===== config.mk =====
export PLATFORM = sky130hd
export DESIGN_NAME = ov7670_pixel_capture
export DESIGN_NICKNAME = d
export VERILOG_FILES = /design/src/rtl/ov7670_pkg.sv /design/src/rtl/dvp_sync_edge.sv /design/src/rtl/ov7670_pixel_capture.sv
export SDC_FILE = /design/constraint.sdc
export NUM_CORES = 1
export LEC_CHECK = 0
export BUFFER_PORTS_ARGS = -buffer_cell sky130_fd_sc_hd__buf_2
export CAP_MARGIN = 25
export CORE_UTILIZATION = 55
export DETAILED_ROUTE_END_ITERATION = 7
export PLACE_DENSITY = 0.77
export SYNTH_ARGS = -nofsm -noshare
export SYNTH_HDL_FRONTEND = slang
export SYNTH_SLANG_ARGS = --single-unit

===== constraint.sdc =====
create_clock -name CLK -period 2.5 [get_ports CLK]
set_clock_uncertainty 0.15 [all_clocks]
set_input_delay 0.375 -clock CLK [delete_from_list [all_inputs] [get_ports CLK]]
set_output_delay 0.375 -clock CLK [all_outputs]
set_load 0.01 [all_outputs]

===== src/rtl/ov7670_pkg.sv =====
// ---------------------------------------------------------------------------
// ov7670_pkg
// Shared definitions for the OV7670 DVP capture path:
//   - cap_state_t : capture FSM encoding (S_CFG / S_SKIP / S_SYNC / S_CAP)
//   - default VGA geometry (640 x 480)
//   - RGB565 field positions and a helper that packs two DVP bytes
// ---------------------------------------------------------------------------
package ov7670_pkg;

  typedef enum logic [1:0] {
    S_CFG  = 2'd0,  // waiting for sensor configuration
    S_SKIP = 2'd1,  // discarding settling frames
    S_SYNC = 2'd2,  // waiting for the start of a frame
    S_CAP  = 2'd3   // capturing pixels
  } cap_state_t;

  localparam int H_ACTIVE_DEFAULT = 640;
  localparam int V_ACTIVE_DEFAULT = 480;

  localparam int RGB_R_MSB = 15;
  localparam int RGB_R_LSB = 11;
  localparam int RGB_G_MSB = 10;
  localparam int RGB_G_LSB = 5;
  localparam int RGB_B_MSB = 4;
  localparam int RGB_B_LSB = 0;

  // The sensor sends R[4:0]G[5:3] first, then G[2:0]B[4:0]; placing the
  // fields explicitly documents the split even though it equals {hi, lo}.
  function automatic logic [15:0] rgb565_pack(input logic [7:0] hi,
                                               input logic [7:0] lo);
    logic [15:0] pix;
    pix = '0;
    pix[RGB_R_MSB:RGB_R_LSB] = hi[7:3];
    pix[RGB_G_MSB:RGB_G_LSB] = {hi[2:0], lo[7:5]};
    pix[RGB_B_MSB:RGB_B_LSB] = lo[4:0];
    return pix;
  endfunction

endpackage


===== src/rtl/dvp_sync_edge.sv =====
// ---------------------------------------------------------------------------
// dvp_sync_edge
// Input register stage for the OV7670 DVP bus plus edge detectors.
// Edges are found between the registered copy and a one-cycle delayed copy.
// Ports:
//   CLK, RST_N         : pixel clock, async active-low reset
//   vsync, href, din   : raw camera inputs
//   href_q, din_q      : registered line-valid and data
//   vsync_rise/fall    : one-cycle pulses on registered VSYNC edges
//   href_fall          : one-cycle pulse on registered HREF falling edge
// ---------------------------------------------------------------------------
module dvp_sync_edge (
  input  logic       CLK,
  input  logic       RST_N,
  input  logic       vsync,
  input  logic       href,
  input  logic [7:0] din,
  output logic       href_q,
  output logic [7:0] din_q,
  output logic       vsync_rise,
  output logic       vsync_fall,
  output logic       href_fall
);

  logic vsync_q;
  logic vsync_d;
  logic href_d;

  // NOTE: clocked state uses non-blocking assignments so every register
  // samples the pre-edge value of its source, keeping the delay chain intact.
  always_ff @(posedge CLK or negedge RST_N) begin
    if (!RST_N) begin
      vsync_q <= 1'b0;
      href_q  <= 1'b0;
      din_q   <= '0;
      vsync_d <= 1'b0;
      href_d  <= 1'b0;
    end else begin
      vsync_q <= vsync;
      href_q  <= href;
      din_q   <= din;
      vsync_d <= vsync_q;
      href_d  <= href_q;
    end
  end

  assign vsync_rise =  vsync_q & ~vsync_d;
  assign vsync_fall = ~vsync_q &  vsync_d;
  assign href_fall  = ~href_q  &  href_d;

endmodule


===== src/rtl/ov7670_pixel_capture.sv =====
// ---------------------------------------------------------------------------
// ov7670_pixel_capture
// Captures the OV7670 DVP byte stream once configuration is done, pairs
// bytes into RGB565 pixels and tags them with X/Y coordinates.
// Parameters: H_ACTIVE, V_ACTIVE (accepted geometry), SKIP_FRAMES (settling
//   frames dropped after CFG_DONE rises), X_W, Y_W (coordinate widths).
// Ports:
//   CLK, RST_N            : camera PCLK, async active-low reset
//   CFG_DONE              : sensor configuration complete (level)
//   VSYNC, HREF, DIN      : DVP inputs
//   PIX_DATA/X/Y, PIX_VALID : pixel and its coordinates, one-cycle strobe
//   FRAME_START           : one-cycle pulse when a captured frame begins
//   FRAME_CNT             : captured-frame counter (wraps)
// Optional macro CAPTURE_ERR_CHECK_EN adds sticky LINE_ERR / FRAME_ERR
// outputs, cleared on FRAME_START.
// ---------------------------------------------------------------------------
module ov7670_pixel_capture
  import ov7670_pkg::*;
#(
  parameter int H_ACTIVE    = H_ACTIVE_DEFAULT,
  parameter int V_ACTIVE    = V_ACTIVE_DEFAULT,
  parameter int SKIP_FRAMES = 10,
  parameter int X_W         = 10,
  parameter int Y_W         = 9
) (
  input  logic           CLK,
  input  logic           RST_N,
  input  logic           CFG_DONE,
  input  logic           VSYNC,
  input  logic           HREF,
  input  logic [7:0]     DIN,
  output logic [15:0]    PIX_DATA,
  output logic           PIX_VALID,
  output logic [X_W-1:0] PIX_X,
  output logic [Y_W-1:0] PIX_Y,
  output logic           FRAME_START,
  output logic [7:0]     FRAME_CNT
`ifdef CAPTURE_ERR_CHECK_EN
  ,
  output logic           LINE_ERR,
  output logic           FRAME_ERR
`endif
);

  // Skip counter only needs to reach SKIP_FRAMES-1; the final rise leaves
  // S_SKIP directly.
  localparam int SKIP_W = (SKIP_FRAMES > 1) ? $clog2(SKIP_FRAMES) : 1;
  localparam logic [SKIP_W-1:0] SKIP_LAST =
    SKIP_W'((SKIP_FRAMES > 0) ? SKIP_FRAMES - 1 : 0);

  // Counters carry one extra bit so they can hold the saturation value
  // even when the active size is a power of two.
  localparam logic [X_W:0] H_MAX = (X_W+1)'(H_ACTIVE);
  localparam logic [Y_W:0] V_MAX = (Y_W+1)'(V_ACTIVE);

  logic       href_q;
  logic [7:0] din_q;
  logic       vsync_rise;
  logic       vsync_fall;
  logic       href_fall;

  dvp_sync_edge u_sync (
    .CLK        (CLK),
    .RST_N      (RST_N),
    .vsync      (VSYNC),
    .href       (HREF),
    .din        (DIN),
    .href_q     (href_q),
    .din_q      (din_q),
    .vsync_rise (vsync_rise),
    .vsync_fall (vsync_fall),
    .href_fall  (href_fall)
  );

  cap_state_t        state;
  cap_state_t        state_nxt;
  logic [SKIP_W-1:0] skip_cnt;
  logic              toggle;
  logic [7:0]        hi_byte;
  logic [X_W:0]      col;
  logic [Y_W:0]      row;
  logic [Y_W:0]      row_nxt;

  logic cap_en;
  logic frame_begin;
  logic frame_end;
  logic line_end;
  logic pix_form;
  logic pix_in_range;

  // Dropping CFG_DONE freezes capture in the same cycle it is seen.
  assign cap_en       = (state == S_CAP) && CFG_DONE;
  assign frame_begin  = (state == S_SYNC) && CFG_DONE && vsync_fall;
  assign frame_end    = cap_en && vsync_rise;
  assign line_end     = cap_en && href_fall;
  assign pix_form     = cap_en && href_q && toggle;
  assign pix_in_range = (col < H_MAX) && (row < V_MAX);

  // ---------------- FSM ----------------
  always_ff @(posedge CLK or negedge RST_N) begin
    if (!RST_N) state <= S_CFG;
    else        state <= state_nxt;
  end

  // NOTE: every combinational output gets a default first so no path
  // leaves it unassigned, which would otherwise infer a latch.
  always_comb begin
    state_nxt = state;
    if (!CFG_DONE) begin
      state_nxt = S_CFG;
    end else begin
      unique case (state)
        S_CFG:  state_nxt = (SKIP_FRAMES == 0) ? S_SYNC : S_SKIP;
        S_SKIP: if (vsync_rise && (skip_cnt == SKIP_LAST)) state_nxt = S_SYNC;
        S_SYNC: if (vsync_fall) state_nxt = S_CAP;
        S_CAP:  if (vsync_rise) state_nxt = S_SYNC;
        default: state_nxt = S_CFG;
      endcase
    end
  end

  // Settling-frame counter; held clear outside S_SKIP so it restarts on
  // every CFG_DONE rise.
  always_ff @(posedge CLK or negedge RST_N) begin
    if (!RST_N)                skip_cnt <= '0;
    else if (state != S_SKIP)  skip_cnt <= '0;
    else if (vsync_rise)       skip_cnt <= skip_cnt + 1'b1;
  end

  // A line counts towards the row only if it produced at least one pixel;
  // col never wraps back to 0 mid-line, so col != 0 is that indicator.
  always_comb begin
    row_nxt = row;
    if (line_end && (col != '0) && (row < V_MAX)) row_nxt = row + 1'b1;
  end

  // ---------------- byte pairing and coordinates ----------------
  always_ff @(posedge CLK or negedge RST_N) begin
    if (!RST_N) begin
      toggle  <= 1'b0;
      hi_byte <= '0;
      col     <= '0;
      row     <= '0;
    end else if (frame_begin) begin
      toggle <= 1'b0;
      col    <= '0;
      row    <= '0;
    end else if (cap_en) begin
      if (href_q) begin
        if (!toggle) begin
          hi_byte <= din_q;
          toggle  <= 1'b1;
        end else begin
          toggle <= 1'b0;
          if (col < H_MAX) col <= col + 1'b1;
        end
      end else if (href_fall) begin
        // An odd trailing byte is discarded by clearing the toggle.
        toggle <= 1'b0;
        col    <= '0;
      end
      row <= row_nxt;
    end
  end

  // ---------------- registered outputs ----------------
  always_ff @(posedge CLK or negedge RST_N) begin
    if (!RST_N) begin
      PIX_DATA    <= '0;
      PIX_VALID   <= 1'b0;
      PIX_X       <= '0;
      PIX_Y       <= '0;
      FRAME_START <= 1'b0;
      FRAME_CNT   <= '0;
    end else begin
      PIX_VALID   <= pix_form && pix_in_range;
      FRAME_START <= frame_begin;
      if (frame_begin) begin
        PIX_X <= '0;
        PIX_Y <= '0;
      end else if (pix_form && pix_in_range) begin
        PIX_DATA <= rgb565_pack(hi_byte, din_q);
        PIX_X    <= col[X_W-1:0];
        PIX_Y    <= row[Y_W-1:0];
      end
      if (frame_end) FRAME_CNT <= FRAME_CNT + 8'd1;
    end
  end

`ifdef CAPTURE_ERR_CHECK_EN
  // Saturating counters cannot tell "exactly H_ACTIVE" from "more than
  // H_ACTIVE", so overflow is tracked separately for both axes.
  logic col_ovf;
  logic row_ovf;
  logic line_over;

  assign line_over = line_end && (col != '0) && (row == V_MAX);

  always_ff @(posedge CLK or negedge RST_N) begin
    if (!RST_N) begin
      LINE_ERR  <= 1'b0;
      FRAME_ERR <= 1'b0;
      col_ovf   <= 1'b0;
      row_ovf   <= 1'b0;
    end else if (frame_begin) begin
      LINE_ERR  <= 1'b0;
      FRAME_ERR <= 1'b0;
      col_ovf   <= 1'b0;
      row_ovf   <= 1'b0;
    end else if (cap_en) begin
      if (pix_form && (col == H_MAX)) col_ovf <= 1'b1;
      if (line_end) begin
        col_ovf <= 1'b0;
        if ((col != H_MAX) || col_ovf || toggle) LINE_ERR <= 1'b1;
      end
      if (line_over) row_ovf <= 1'b1;
      if (frame_end && ((row_nxt != V_MAX) || row_ovf || line_over))
        FRAME_ERR <= 1'b1;
    end
  end
`endif

endmodule


==> results.cfg, run 1 <==
[clocking]
clock_latency_ns = 0.35
clkSinkCount = 93
clkSlewWorstSetupHoldPaths_ns = 0.09
ctsRootBufferMaster = sky130_fd_sc_hd__clkbuf_8
htree_num_levels = 3
tritoncts = done
maximum_number_of_buffers_from_clock_root_to_sink = 2
postCtsSetupBuffers = 0
cts-buffers-inserted = 9

[detailed_routing]
drt-wirelength-per-cell_um = 14.7
final_wirelength_um = 7550
num_vias = 2752
detail_route.first_pass.iterations = 4
drc = 0
drtAntennaViolNets = 0
detailedRoute.firstIterationViolations = 195
vias_per_cell = 5.36

[pwr]
leakagePower_nw = 2.35
power.total_mw = 2.63
vdd.ir_drop.worst_mv = 0.358
power_density_nw_per_um2 = 553

[floorplan]
floorplan.die_area_sq_um = 7610
floorplan.initialDensity = 0.578
die-height_um = 87.2
core_sq_um = 6910
dieWidth_um = 87.2
ioPinCount = 58
floorplan.rows = 30

[cells_and_area]
fillCellCount = 554
area.sequential_sq_um = 2330
final_net_count = 431
n_antenna_cell = 0
synthesis_to_finish_area_growth_pct = 18.8
drive_above_1_share = 0.266
post-route-util = 0.687
multiInputGateArea_sq_um = 1510

[yosys]
ys_ff_latch = 93
post-synth-top-area-fraction = 0.583
yosys.area.top_type = sky130_fd_sc_hd__dfrtp_1
post_synth_inst_count = 335
synth_top_flop_cell = sky130_fd_sc_hd__dfrtp_1
post_synth_fa_ha_maj_area_fraction = 0.0188
asyncSetResetFlopFracSynth = 1.00
synthXorXnorAreaFrac = 0.0219
synth-compound-area-share = 0.0692
synthesis.area_per_instance_sq_um = 11.9
netlist_area_sq_um = 3990
synth_simple_gate_area_share = 0.145
post_synth_main_area_contributors = sky130_fd_sc_hd__dfrtp_1 (58%), sky130_fd_sc_hd__mux2i_1 (5.3%), sky130_fd_sc_hd__mux2_2 (4.2%), sky130_fd_sc_hd__nand2_1 (3.3%), sky130_fd_sc_hd__mux2_1 (2.8%)
synth_top_family_by_area = simple AND/OR/NAND/NOR gates
yosysUniqueCellTypes = 47
synth_enable_flop_cells = 0
synth.yosys.warnings = 0
syn-num-nets = 354
seq_area_frac_synth = 0.583
muxShareOfSynthArea = 0.123

[sta]
slew_of_the_pin_with_the_lowest_slew_margin_ns = 0.594
layout_worst_path_cycle_share = 0.814
finalHoldViolCount = 0
rsz0062_at_grt = false
setup_violations = 0
max-slew-margin-rel = 0.604
timing.fmax_ghz = 0.491
period_minus_slack_ns = 2.04
final.setup.tns_ns = 0
timing.final.max_slew_violations = 0

[setup_path]
timing.critical_path.from_type = register
endpoint_kind = register
worstPathMaxFanout = 12
cp.required_ns = 2.63
path_class = register to register
critPathArrivalTime_ns = 2.17

[placement]
gp_routability_congestion = 0.851
dp_hpwl_um = 5280
numPortBuffers = 57

[hold_path]
path_category_of_the_worst_min_delay_check = primary input to register

[grt]
globalRouteOverflowTotal = 0
global_route_wire_length_before_repair_um = 12800
grt_start_max_net_pins = 48
first_global_vias = 2688
grt_antenna_before_repair = 0
all_layer_global_routing_usage = 0.222

[run_status]
result_of_the_run = finished, final reports clean

[job]
max-cap-violations = 0
-- cells by family after synthesis --
logic type,after synthesis
and+or+nand+nor,104
DFF,93
muxes,46
AOI/OAI and AO/OA,41
buffers and inverters,35
xor gates and xnor gates,10
adders and majority gates,6
-- stage by stage --
stage / instances / hold WS [ns] / cell area (sq um) / worst slack, ns
final: 513 / 0.123 / 4740 / 0.464
after global placement: 486 / 0.248 / 4430 / 0.434
after detailed placement: 486 / 0.251 / 4430 / 0.414
after floorplan: 335 / -0.0706 / 3990 / 0.569
after CTS: 513 / 0.106 / 4740 / 0.460
after global routing: 513 / 0.109 / 4740 / 0.339
-- path summary, 6_finish.rpt --
kind | start | endpoint | slack, ns | cells after the start
worst max-delay path | col[0] | row[7] | 0.46 | 6
worst min-delay path | CFG_DONE | state[0] | 0.12 | 3
worst max register to register | col[0] | row[7] | 0.46 | 6
worst min register to register | u_sync.vsync_q | u_sync.vsync_d | 0.27 | 0
max in group asynchronous | RST_N | u_sync.din_q[0] | 1.14 | 3
min in group asynchronous | RST_N | PIX_DATA[12] | 0.40 | 2
-- flip-flops by register name, summed over array words and instances, names as in the netlist --
| signal | cells |
|---|---|
| PIX_DATA | 16 |
| col | 11 |
| PIX_X | 10 |
| row | 10 |
| PIX_Y | 9 |
| FRAME_CNT | 8 |
| hi_byte | 8 |
| u_sync.din_q | 8 |
| skip_cnt | 4 |
| state | 2 |
| FRAME_START | 1 |
| PIX_VALID | 1 |
| toggle | 1 |
| u_sync.href_d | 1 |
| u_sync.href_q | 1 |
| u_sync.vsync_d | 1 |
| u_sync.vsync_q | 1 |
-- cells in the mapped netlist (7+ instances only) --
| library cell | number |
|---|---|
| sky130_fd_sc_hd__mux2i_1 | 21 |
| sky130_fd_sc_hd__nor2_1 | 10 |
| sky130_fd_sc_hd__a21oi_1 | 9 |
| sky130_fd_sc_hd__dfrtp_1 | 93 |
| sky130_fd_sc_hd__o31ai_1 | 8 |
| sky130_fd_sc_hd__mux2_1 | 10 |
| sky130_fd_sc_hd__mux2_2 | 15 |
| sky130_fd_sc_hd__nand2_1 | 35 |
| sky130_fd_sc_hd__o21ai_0 | 7 |
| sky130_fd_sc_hd__nand4_1 | 9 |
| sky130_fd_sc_hd__nand3_1 | 14 |
| sky130_fd_sc_hd__inv_1 | 25 |
-- cells in the final DEF (no fill, tap or decap), types with 2 or more instances in the layout --
cell                             n
sky130_fd_sc_hd__clkbuf_8       10
sky130_fd_sc_hd__nand2b_1        3
sky130_fd_sc_hd__inv_1          25
sky130_fd_sc_hd__or4_4           3
sky130_fd_sc_hd__a211oi_1        4
sky130_fd_sc_hd__a21oi_1         9
sky130_fd_sc_hd__dfrtp_1        93
sky130_fd_sc_hd__nand2_1        35
sky130_fd_sc_hd__nor2b_1         3
sky130_fd_sc_hd__clkinv_4        2
sky130_fd_sc_hd__buf_12          2
sky130_fd_sc_hd__nand4_1         9
sky130_fd_sc_hd__xnor2_1         6
sky130_fd_sc_hd__o21ai_0         7
sky130_fd_sc_hd__and3_1          5
sky130_fd_sc_hd__or3_1           4
sky130_fd_sc_hd__mux2i_1        21
sky130_fd_sc_hd__xor2_1          4
sky130_fd_sc_hd__inv_6           2
sky130_fd_sc_hd__buf_4           7
sky130_fd_sc_hd__nor2_1         10
sky130_fd_sc_hd__ha_1            6
sky130_fd_sc_hd__a21oi_2         3
sky130_fd_sc_hd__a31o_2          3
sky130_fd_sc_hd__buf_2          56
sky130_fd_sc_hd__nor4_1          4
sky130_fd_sc_hd__o31ai_1         8
sky130_fd_sc_hd__mux2_2         15
sky130_fd_sc_hd__nor3_1          3
sky130_fd_sc_hd__dlygate4sd3_1  11
sky130_fd_sc_hd__nand3_1        14
sky130_fd_sc_hd__mux2_1         10
-- power breakdown --
part / switching [mW] / internal (mW) / leakage (nW)
Combinational: 0.0499 / 0.0309 / 1.01
Sequential: 0.00949 / 1.52 / 1.23
Clock: 0.520 / 0.498 / 0.107
Total: 0.580 / 2.05 / 2.35
-- critical path, stage by stage, from the launching register on --
cell                      delay, ns
sky130_fd_sc_hd__dfrtp_1       0.41
sky130_fd_sc_hd__inv_1         0.08
sky130_fd_sc_hd__ha_1          0.19
sky130_fd_sc_hd__nor2b_1       0.13
sky130_fd_sc_hd__and4_1        0.31
sky130_fd_sc_hd__or4_4         0.55
sky130_fd_sc_hd__a21oi_2       0.13
-- cell type report --
type / count / share of cell area
clock inverter: 6 / 0.0148
timing repair buffer: 76 / 0.102
inverter: 25 / 0.0198
clock buffer: 10 / 0.0290
multi-input combinational: 207 / 0.319
tap: 96 / 0.0253
sequential: 93 / 0.491
-- repair_timing --
action | CTS | global route
endpoints found under the hold margin | 54 | 0
gates resized for setup | 0 | 0
hold buffers | 11 | 0
-- per-layer routing --
layer	global-route usage	vias to the layer above	wire length, um
met1	0.289	1367	3480
li1	-	1323	-
met4	0.0566	0	35
met5	0	-	0
met3	0.0626	2	328
met2	0.368	60	3700
Power figures use the tool's default switching activity.
==> run 2, diff against run 1 <==
--- a/config.mk
+++ b/config.mk
@@ -5,6 +5,7 @@
 export SDC_FILE = /design/constraint.sdc
 export NUM_CORES = 1
 export LEC_CHECK = 0
+export ABC_AREA = 1
 export BUFFER_PORTS_ARGS = -buffer_cell sky130_fd_sc_hd__buf_2
 export CAP_MARGIN = 25
 export CORE_UTILIZATION = 55
==> constraint.sdc (replaced) <==
create_clock -name CLK -period 1.9 [get_ports CLK]
set_clock_uncertainty 0.15 [all_clocks]
set_input_delay 0.285 -clock CLK [delete_from_list [all_inputs] [get_ports CLK]]
set_output_delay 0.285 -clock CLK [all_outputs]
set_load 0.01 [all_outputs]
==> run 2 against run 1 <==
Setup slack got worse by 0.32 ns. Sequential power rose by 59%. Register-to-register slack got worse by 0.32 ns. Die area rose by 5.1%. Critical endpoint is now PIX_DATA[12]. Clock power rose by 29%. Design area rose by 5.2%. Total power rose by 82%. Worst hold slack got worse by 0.072 ns. Highest routed layer unchanged. Synthesized cell count rose by 48%.
==> results.cfg, run 2 <==
[yosys]
yosys.area.top_type = sky130_fd_sc_hd__dfrtp_1
muxShareOfSynthArea = 0.00268
synth_most_common_cell = sky130_fd_sc_hd__nand2_1
syn-num-nets = 515
post_synth_main_area_contributors = sky130_fd_sc_hd__dfrtp_1 (55%), sky130_fd_sc_hd__nand2_1 (13%), sky130_fd_sc_hd__nand3_1 (11%), sky130_fd_sc_hd__inv_1 (4.1%), sky130_fd_sc_hd__nor2_1 (3.3%)
asyncSetResetFlopFracSynth = 1.00
synth.yosys.warnings = 0
synth-compound-area-share = 0.0357
synth_simple_gate_area_share = 0.307
yosysUniqueCellTypes = 28
synthXorXnorAreaFrac = 0.0188
synth_enable_flop_cells = 0
post-synth-top-area-fraction = 0.554
synthesis.area_per_instance_sq_um = 8.47
seq_area_frac_synth = 0.554
synth_top_family_by_area = simple AND/OR/NAND/NOR gates
post_synth_fa_ha_maj_area_fraction = 0.0179
netlist_area_sq_um = 4200
ys_top_cells_by_count = sky130_fd_sc_hd__nand2_1 (147), sky130_fd_sc_hd__dfrtp_1 (93), sky130_fd_sc_hd__nand3_1 (92)
ys_ff_latch = 93
post_synth_inst_count = 496
synth_top_flop_cell = sky130_fd_sc_hd__dfrtp_1

[clocking]
ctsRootBufferMaster = sky130_fd_sc_hd__clkbuf_8
htree_num_levels = 3
cts-buffers-inserted = 9
postCtsSetupBuffers = 0
clkSinkCount = 93
tritoncts = done
maximum_number_of_buffers_from_clock_root_to_sink = 2
clkSlewWorstSetupHoldPaths_ns = 0.11
clock_latency_ns = 0.37

[floorplan]
floorplan.initialDensity = 0.573
floorplan.rows = 31
floorplan.die_area_sq_um = 7990
dieWidth_um = 89.4
ioPinCount = 58
die-height_um = 89.4
core_sq_um = 7330

[setup_path]
r2r_cells = 7
cp.required_ns = 2.02
endpoint_kind = register
path_class = register to register
worstPathMaxFanout = 20
timing.critical_path.from_type = register
critPathArrivalTime_ns = 1.87

[placement]
numPortBuffers = 57
dp_hpwl_um = 5760
dpl.cell_count = 650
pre_cts_slack_ns = 0.196
gp_routability_congestion = 0.892

[grt]
globalRouteOverflowTotal = 0
global_route_wire_length_before_repair_um = 14300
grt_start_max_net_pins = 36
first_global_vias = 3173
grt_antenna_before_repair = 0
all_layer_global_routing_usage = 0.238

[cells_and_area]
layout.cells.most_common_list = sky130_fd_sc_hd__nand2_1 (147), sky130_fd_sc_hd__dfrtp_1 (93), sky130_fd_sc_hd__nand3_1 (92), sky130_fd_sc_hd__buf_2 (56), sky130_fd_sc_hd__inv_1 (46)
mostFrequentLayoutCell = sky130_fd_sc_hd__nand2_1
n_antenna_cell = 0
fillCellCount = 585
most_flops_register = PIX_DATA
post_layout_nonfiller_instances = 677
largest_registers = PIX_DATA: 16 flops, col: 11 flops
synthesis_to_finish_area_growth_pct = 18.7
final_net_count = 592
drive_above_1_share = 0.171
number_of_flip_flops_under_the_largest_register_name = 16

[pwr]
share_seq_of_total_power = 0.510
p_int_mw = 3.14
p_comb_frac = 0.213
leakagePower_nw = 2.81
net_switching_share_of_the_total_power = 0.343
power_density_nw_per_um2 = 959
vdd.ir_drop.worst_mv = 0.534
switchingPower_mw = 1.64
power.share.clock = 0.276

[sta]
rsz0062_at_grt = false
setup_ws_ns = 0.148
timing.final.max_slew_violations = 0
finalHoldViolCount = 0
layout_worst_path_cycle_share = 0.922
setup_violations = 0
max-slew-margin-rel = 0.700
period_minus_slack_ns = 1.75
timing.fmax_ghz = 0.571
final.setup.tns_ns = 0
fin_worst_hold_slack_ns = 0.0504
slew_of_the_pin_with_the_lowest_slew_margin_ns = 0.450

[detailed_routing]
drt-wirelength-per-cell_um = 12.7
detailedRoute.firstIterationViolations = 214
num_vias = 3490
detail_route.first_pass.iterations = 5
final_wirelength_um = 8580
drtAntennaViolNets = 0
vias_per_cell = 5.16
drc = 0

[hold_path]
min_path_cells = 3
path_category_of_the_worst_min_delay_check = primary input to register

[job]
max-cap-violations = 0

[run_status]
result_of_the_run = finished, final reports clean
==> run 2: changes by cell type in the layout (fill, tap and decap cells not counted), moves of 5 or more <==
cell	before	now
sky130_fd_sc_hd__and3_1	5	0
sky130_fd_sc_hd__buf_4	7	14
sky130_fd_sc_hd__inv_1	25	46
sky130_fd_sc_hd__mux2_1	10	0
sky130_fd_sc_hd__mux2_2	15	1
sky130_fd_sc_hd__mux2i_1	21	0
sky130_fd_sc_hd__nand2_1	35	147
sky130_fd_sc_hd__nand3_1	14	92
sky130_fd_sc_hd__nor2_1	10	37
sky130_fd_sc_hd__o21ai_0	7	19
sky130_fd_sc_hd__o31ai_1	8	0
==> run 2: worst max-delay path, stage by stage, from the launching register on <==
cell and delay (ns):
sky130_fd_sc_hd__dfrtp_1 0.46, sky130_fd_sc_hd__nand2_1 0.17, sky130_fd_sc_hd__nor2_1 0.07, sky130_fd_sc_hd__nor2_1 0.15
sky130_fd_sc_hd__buf_4 0.28, sky130_fd_sc_hd__nand2_4 0.18, sky130_fd_sc_hd__nand2_1 0.12, sky130_fd_sc_hd__nand2_1 0.07
==> run 2: layout make-up <==
cell class,instances,area [sq um],share of cell area
Clock buffer,9,124,0.0248
Multi-Input combinational cell,338,1610,0.322
Clock inverter,7,75.1,0.0150
Timing Repair Buffer,84,556,0.111
Sequential cell,93,2330,0.467
Tap cell,99,124,0.0248
Inverter,47,176,0.0354
==> run 2: cells by family after synthesis <==
group	after synthesis
simple gates	293
flops	93
buf+inv	65
compound gates	29
xor+xnor	9
fa+ha+maj	6
mux	1
==> run 2: what timing repair did <==
item	4_1_cts	5_1_grt
endpoints found under the setup margin	0	7
gates resized for setup	0	1
hold buffers	11	0
endpoints found under the hold margin	42	0
==> run 2: final timing paths <==
path	to	slack [ns]	from
worst min-delay path	state[1]	0.05	CFG_DONE
worst max register to register	PIX_DATA[12]	0.15	row[5]
worst max-delay path	PIX_DATA[12]	0.15	row[5]
min in group asynchronous	FRAME_CNT[5]	0.25	RST_N
max in group asynchronous	col[2]	0.84	RST_N
worst min register to register	u_sync.vsync_d	0.32	u_sync.vsync_q
==> run 2: power by group through the flow <==
stage	sequential [mW]	clock, mW	combinational [mW]
global route	2.49	1.43	1.16
floorplan	2.50	0	0.596
detailed placement	2.48	0	1.00
finish	2.44	1.32	1.02
CTS	2.44	1.35	1.02
global placement	2.46	0	0.973
==> run 2: layer usage <==
metal | up-vias | wire [um] | GRT usage
li1 | 1737 | - | -
met1 | 1667 | 3900 | 0.325
met2 | 75 | 4210 | 0.378
met3 | 11 | 355 | 0.0545
met4 | 0 | 113 | 0.0808
met5 | - | 0 | 0
==> run 2: stage by stage <==
stage           util  power, mW  cell area, sq um
2_1_floorplan      -       3.09              4200
3_3_place_gp   0.638       3.44              4680
3_5_place_dp   0.638       3.48              4680
4_1_cts        0.680       4.81              4990
5_1_grt        0.680       5.08              4990
6_report       0.680       4.78              4990
